## src/rtl/txrx_seq.sv

```systemverilog
// txrx_seq: CPU register block with TX/RX byte FIFOs,
// mode sequencer, AA-search timeout and sticky IRQ.
module txrx_seq #(
  parameter int          ADDR_W   = 4,
  parameter int          TXF_LOG2 = 5,
  parameter int          RXF_LOG2 = 6,
  parameter int          CH_IDX_W = 6,
  parameter int          TMO_W    = 16,
  parameter logic [31:0] AA_RST   = 32'h8E89BED6
) (
  input  logic                clk,
  input  logic                rst_n,
  input  logic                valid,
  input  logic [ADDR_W-1:0]   address,
  input  logic [31:0]         wdata,
  input  logic                wstrb,
  output logic [31:0]         rdata,
  output logic                ready,
  output logic [7:0]          txd_data,
  output logic                txd_valid,
  input  logic                txd_ready,
  output logic                txd_start,
  input  logic                txd_busy,
  input  logic [7:0]          rxd_data,
  input  logic                rxd_valid,
  input  logic                rxd_aa_found,
  input  logic                rxd_done,
  input  logic                rxd_crc_ok,
  output logic                rxd_start,
  output logic                tx_en,
  output logic                rx_en,
  output logic [31:0]         aa,
  output logic [CH_IDX_W-1:0] ch_idx,
  output logic                irq
);

  typedef enum logic [2:0] {
    IDLE, TX_GO, TX_RUN, RX_GO, RX_SEARCH, RX_RUN
  } state_t;

  localparam int TXD = 1 << TXF_LOG2;
  localparam int RXD = 1 << RXF_LOG2;

  state_t             state, state_d;
  logic [1:0]         mode;
  logic [TMO_W-1:0]   tmo, tmo_cnt;
  logic [4:0]         irq_en, irq_stat, irq_set, irq_clr;
  logic               crc_q, aa_hit, seen_busy;

  logic [7:0]          txm [TXD];
  logic [TXF_LOG2-1:0] tx_wp, tx_rp;
  logic [TXF_LOG2:0]   tx_lvl;
  logic [7:0]          rxm [RXD];
  logic [RXF_LOG2-1:0] rx_wp, rx_rp;
  logic [RXF_LOG2:0]   rx_lvl;

  logic [11:0] sel;
  logic        acc, we, re, busy;
  logic        start, abort;
  logic        tx_empty, tx_full, rx_empty, rx_full;
  logic        tx_push, tx_pop, rx_push, rx_pop;
  logic        tx_done_ev, tmo_ev, rx_done_ev;
  logic [31:0] rd_d;

  // one-hot register select
  always_comb begin
    sel = '0;
    for (int i = 0; i < 12; i++)
      sel[i] = (32'(address) == 32'(i));
  end

  assign acc   = valid & ~ready;
  assign we    = acc & wstrb;
  assign re    = acc & ~wstrb;
  assign busy  = (state != IDLE);
  assign abort = we & sel[0] & wdata[1];
  assign start = we & sel[0] & wdata[0] & ~wdata[1]
               & ~busy & (mode != 2'd3);

  assign tx_empty = (tx_lvl == '0);
  assign tx_full  = tx_lvl[TXF_LOG2];
  assign rx_empty = (rx_lvl == '0);
  assign rx_full  = rx_lvl[RXF_LOG2];

  assign txd_valid = (state == TX_RUN) & ~tx_empty;
  assign txd_data  = txd_valid ? txm[tx_rp] : 8'h0;
  assign txd_start = (state == TX_GO);
  assign rxd_start = (state == RX_GO);

  assign tx_push = we & sel[5] & ~tx_full;
  assign tx_pop  = txd_valid & txd_ready;
  assign rx_push = (state == RX_RUN) & rxd_valid & ~rx_full;
  assign rx_pop  = re & sel[6] & ~rx_empty;

  assign rx_done_ev = (state == RX_RUN) & rxd_done & ~abort;
  assign irq_set = {we & sel[5] & tx_full,
                    (state == RX_RUN) & rxd_valid & rx_full,
                    tmo_ev, rx_done_ev, tx_done_ev};
  assign irq_clr = (we & sel[11]) ? wdata[4:0] : 5'h0;
  assign irq     = |(irq_stat & irq_en);

  // sequencer next state; abort overrides everything
  always_comb begin
    state_d    = state;
    tx_done_ev = 1'b0;
    tmo_ev     = 1'b0;
    unique case (state)
      IDLE:
        if (start)
          state_d = (mode == 2'd1) ? RX_GO : TX_GO;
      TX_GO:
        state_d = TX_RUN;
      TX_RUN:
        if (tx_empty && !txd_busy && seen_busy) begin
          tx_done_ev = 1'b1;
          state_d    = (mode == 2'd2) ? RX_GO : IDLE;
        end
      RX_GO:
        state_d = RX_SEARCH;
      RX_SEARCH:
        if (rxd_aa_found)
          state_d = RX_RUN;
        else if (tmo != '0 && tmo_cnt <= TMO_W'(1)) begin
          tmo_ev  = 1'b1;
          state_d = IDLE;
        end
      RX_RUN:
        if (rxd_done)
          state_d = IDLE;
      default:
        state_d = IDLE;
    endcase
    if (abort) begin
      state_d    = IDLE;
      tx_done_ev = 1'b0;
      tmo_ev     = 1'b0;
    end
  end

  // register read mux
  always_comb begin
    rd_d = 32'h0;
    unique case (1'b1)
      sel[0], sel[5]: rd_d = 32'h0;
      sel[1]:  rd_d = {30'h0, mode};
      sel[2]:  rd_d = aa;
      sel[3]:  rd_d = 32'(ch_idx);
      sel[4]:  rd_d = 32'(tmo);
      sel[6]:  rd_d = rx_empty ? 32'h0
                             : {24'h0, rxm[rx_rp]};
      sel[7]:  rd_d = {27'h0, crc_q, aa_hit,
                       rx_empty, tx_full, busy};
      sel[8]:  rd_d = 32'(tx_lvl);
      sel[9]:  rd_d = 32'(rx_lvl);
      sel[10]: rd_d = {27'h0, irq_en};
      sel[11]: rd_d = {27'h0, irq_stat};
      default: rd_d = 32'hFFFF_FFFF;
    endcase
  end

  // bus, config registers, sequencer state and status flags
  always_ff @(posedge clk or negedge rst_n) begin
    if (!rst_n) begin
      ready     <= 1'b0;
      rdata     <= 32'h0;
      state     <= IDLE;
      tx_en     <= 1'b0;
      rx_en     <= 1'b0;
      mode      <= 2'd0;
      aa        <= AA_RST;
      ch_idx    <= CH_IDX_W'(5);
      tmo       <= '0;
      tmo_cnt   <= '0;
      irq_en    <= 5'h0;
      irq_stat  <= 5'h0;
      crc_q     <= 1'b0;
      aa_hit    <= 1'b0;
      seen_busy <= 1'b0;
    end else begin
      ready <= valid;
      if (acc)
        rdata <= rd_d;
      state <= state_d;
      tx_en <= state_d inside {TX_GO, TX_RUN};
      rx_en <= state_d inside {RX_GO, RX_SEARCH, RX_RUN};
      if (we && !busy) begin
        if (sel[1]) mode   <= wdata[1:0];
        if (sel[2]) aa     <= wdata;
        if (sel[3]) ch_idx <= wdata[CH_IDX_W-1:0];
        if (sel[4]) tmo    <= wdata[TMO_W-1:0];
      end
      if (we && sel[10])
        irq_en <= wdata[4:0];
      irq_stat <= (irq_stat & ~irq_clr) | irq_set;
      if (state == TX_GO)
        seen_busy <= 1'b0;
      else if (state == TX_RUN && txd_busy)
        seen_busy <= 1'b1;
      if (state == RX_GO)
        tmo_cnt <= tmo;
      else if (state == RX_SEARCH && tmo_cnt != '0)
        tmo_cnt <= tmo_cnt - TMO_W'(1);
      if (start)
        aa_hit <= 1'b0;
      else if (state == RX_SEARCH && rxd_aa_found)
        aa_hit <= 1'b1;
      if (rx_done_ev)
        crc_q <= rxd_crc_ok;
    end
  end

  // FIFO pointers and levels; abort flushes TX only
  always_ff @(posedge clk or negedge rst_n) begin
    if (!rst_n) begin
      tx_wp  <= '0;
      tx_rp  <= '0;
      tx_lvl <= '0;
      rx_wp  <= '0;
      rx_rp  <= '0;
      rx_lvl <= '0;
    end else begin
      if (abort) begin
        tx_wp  <= '0;
        tx_rp  <= '0;
        tx_lvl <= '0;
      end else begin
        if (tx_push) tx_wp <= tx_wp + 1'b1;
        if (tx_pop)  tx_rp <= tx_rp + 1'b1;
        tx_lvl <= tx_lvl + (TXF_LOG2+1)'(tx_push)
                         - (TXF_LOG2+1)'(tx_pop);
      end
      if (rx_push) rx_wp <= rx_wp + 1'b1;
      if (rx_pop)  rx_rp <= rx_rp + 1'b1;
      rx_lvl <= rx_lvl + (RXF_LOG2+1)'(rx_push)
                       - (RXF_LOG2+1)'(rx_pop);
    end
  end

  // FIFO storage
  always_ff @(posedge clk) begin
    if (tx_push) txm[tx_wp] <= wdata[7:0];
    if (rx_push) rxm[rx_wp] <= rxd_data;
  end

endmodule
```

## config.mk

```make
export PLATFORM = sky130hd
export DESIGN_NAME = txrx_seq
export DESIGN_NICKNAME = d
export VERILOG_FILES = /design/src/rtl/txrx_seq.sv
export SDC_FILE = /design/constraint.sdc
export NUM_CORES = 1
export LEC_CHECK = 0
export ABC_CLOCK_PERIOD_IN_PS = 2880
export CAP_MARGIN = 10
export CORE_ASPECT_RATIO = 1.1
export CORE_UTILIZATION = 40
export CTS_CLUSTER_DIAMETER = 30
export CTS_CLUSTER_SIZE = 10
export DETAILED_ROUTE_END_ITERATION = 10
export PLACE_DENSITY = 0.68
export SKIP_CTS_REPAIR_TIMING = 1
export SKIP_LAST_GASP = 1
export SLEW_MARGIN = 20
export SYNTH_ARGS = -nofsm -noshare
export SYNTH_HDL_FRONTEND = slang
export SYNTH_SLANG_ARGS = --single-unit
```

## constraint.sdc

```tcl
create_clock -name clk -period 2.88 [get_ports clk]
set_input_delay 0.432 -clock clk [delete_from_list [all_inputs] [get_ports clk]]
set_output_delay 0.432 -clock clk [all_outputs]
set_load 0.01 [all_outputs]
```

==> reports/qor.yml <==
cts_root_buf: "clkbuf_16"
cts_max_level: 4
grt_pass1_wl_um: 142000
critPathCaptureType: "output port"
numPlacedInstances: 3641
finalSetupViolations: 10
tns_ps: -4890
synth.distinct_cells: 86
synth_ff_type: "edfxtp_1"
wirelength_um: 95300
dieArea_um2: 96100
pre_cts_ws_ps: -265
core_area_um2: 94000
syn_avg_cell_area_um2: 17.9
cts_buffers: 159
layout-drive-gt1-share: 0.318
slew_violations: 0
async_flop_share: 0.171
antenna_found_initial: 3
numPortBuffers: 138
dp_hpwl_um: 60900
grt_pass1_vias: 22632
rsz0062_at_grt: "yes"
grt-ovfl-total: 0
area_growth_pct: 27.1
relSlewSlack: 0.276
antenna_cells: 0
nFillCells: 7396
grt.met1_usage: 0.256
cts.sinks: 926
drt_iter0_drc: 2212
syn_area_um2: 37900
cts_tree: "built"
vdd_ir_drop_max_uv: 568
layout.cells.most_common_list: "768 x edfxtp_1, 233 x buf_4, 196 x nor2_1, 175 x mux4_2, 162 x clkbuf_16"
whs_ps: 25.1
critPathKind: "reg -> out"
rows: 118
layout_setup_ws_ps: -642
start_kind: "flop"
ant_nets: 0
ys_seq_area_frac: 0.713
hold_class: "in -> reg"
clockBufferDepth: 3
clk-insertion-delay-late_ps: 720
synth_edf_count: 768
wire_per_inst_um: 24.1
worstPathMaxFanout: 7
gp_congestion: 0.907
synth_seq_cells: 926
cp_data_arrival_time_ps: 3090
final.setup_skew_ps: 47.7
power.density_nw_per_um2: 847
die_h_um: 325
final_cells: 3960
status: "finished, violations left"
cp_data_required_time_ps: 2450
yosysWarnings: 0
clkTransAtPathRegs_ps: 50
io_pins: 139
mostFrequentLayoutCell: "edfxtp_1"
grt_use_met2: 0.317
multi_input_area_um2: 10300
leakage_nw: 16.9
violations: "setup timing"
syn_inst: 2118
seq_area_um2: 27100
grt_usage: 0.199
grt.busiest_layer: "met2"
dr.pass1.iters: 7
gr-usage-met3: 0.0518
start_util: 0.403
route.vias.total: 21670
max_cap_viol_count: 0
min_period_ps: 3520
synth_nets: 2201
worstMarginPinSlew_ps: 1080
finalCritPeriodShare: 1.22
nets: 2656
finalHoldViolCount: 0
route.detailed.drc: 0
utilization: 0.513
fmax_mhz: 284
viasPerCell: 5.47
die_x_um: 296
grt_max_degree: 67
report_power, final:
part	switching [W]	internal, W	total, W	leakage, nW
clock	0.00674	0.0121	0.0188	2.60
sequential	0.000399	0.0149	0.0153	8.88
combinational	0.00309	0.00358	0.00667	5.45
total	0.0102	0.0306	0.0408	16.9
Yosys cell counts (21+ instances only):
master | number | share of area
edfxtp_1 | 768 | 0.61
nor2_1 | 197 | 0.019
mux4_2 | 175 | 0.10
dfrtp_1 | 138 | 0.091
nand2_1 | 107 | 0.011
mux2i_1 | 69 | 0.018
mux2_2 | 65 | 0.019
a21oi_1 | 60 | 0.0079
clkbuf_1 | 49 | 0.0048
inv_1 | 35 | 0.0035
o21ai_0 | 33 | 0.0044
buf_2 | 27 | 0.0036
ha_1 | 27 | 0.0089
mux4_1 | 23 | 0.016
nand3_1 | 22 | 0.0029
a22oi_1 | 21 | 0.0042
cell type report:
cell class / instances / share of cell area
multi-input combinational: 1047 / 0.214
inverter: 36 / 0.00280
sequential: 926 / 0.561
clock buffer: 174 / 0.0848
clock inverter: 114 / 0.0288
tap: 1260 / 0.0327
timing repair buffer: 403 / 0.0757
registers in the layout, indices dropped and copies added, names as in the netlist, 6 cells and up:
name	count
rx_wp	6
rdata	32
tmo	16
aa	32
ch_idx	6
rx_rp	6
rxm	512
rx_lvl	7
tx_lvl	6
txm	256
tmo_cnt	16
logic make-up (layout without fill, tap and decap cells):
logic type,Yosys count,in the layout,synth area share
AOI/OAI and AO/OA,214,214,0.0383
xor gates and xnor gates,31,31,0.00716
adders and majority gates,29,29,0.00996
buffers and inverters,145,727,0.0192
DFF,926,926,0.713
muxes,333,333,0.158
and+or+nand+nor,440,440,0.0550
path summary, 6_finish.rpt:
kind                                       from              endpoint  slack (ps)  depth (start not counted)
min                                 rxd_data[0]  rxm[54][0]$_DFFE_PP_          30                          1
max                        tx_rp[0]$_DFFE_PN0P_           txd_data[7]        -640                          8
max in group asynchronous                 rst_n    aa[26]$_DFFE_PN1P_        1740                          3
min reg2reg                   crc_q$_DFFE_PN0P_     crc_q$_DFFE_PN0P_         500                          1
max reg2reg                 rx_lvl[4]$_DFF_PN0_   rx_lvl[6]$_DFF_PN0_        -230                         17
min in group asynchronous                 rst_n    aa[17]$_DFFE_PN0P_         270                          2
worst max-delay path, cell delays in order, from the launching register on:
cell	delay, ps
dfrtp_4	550
buf_12	160
clkbuf_16	150
buf_6	120
mux4_2	440
mux4_2	540
mux2i_1	170
nor2_1	80
buf_2	140
through the flow:
stage               area (um2)  power [W]
detailed placement       42300     0.0215
CTS                      47800     0.0404
global placement         42300     0.0214
floorplan                38000     0.0193
finish                   48200     0.0408
global route             48200     0.0422
routing by layer:
metal,share of wire,vias up
met5,0.00043,-
met4,0.035,6
met3,0.076,199
met2,0.49,856
met1,0.40,11240
li1,-,9369
Power figures use the tool's default switching activity.
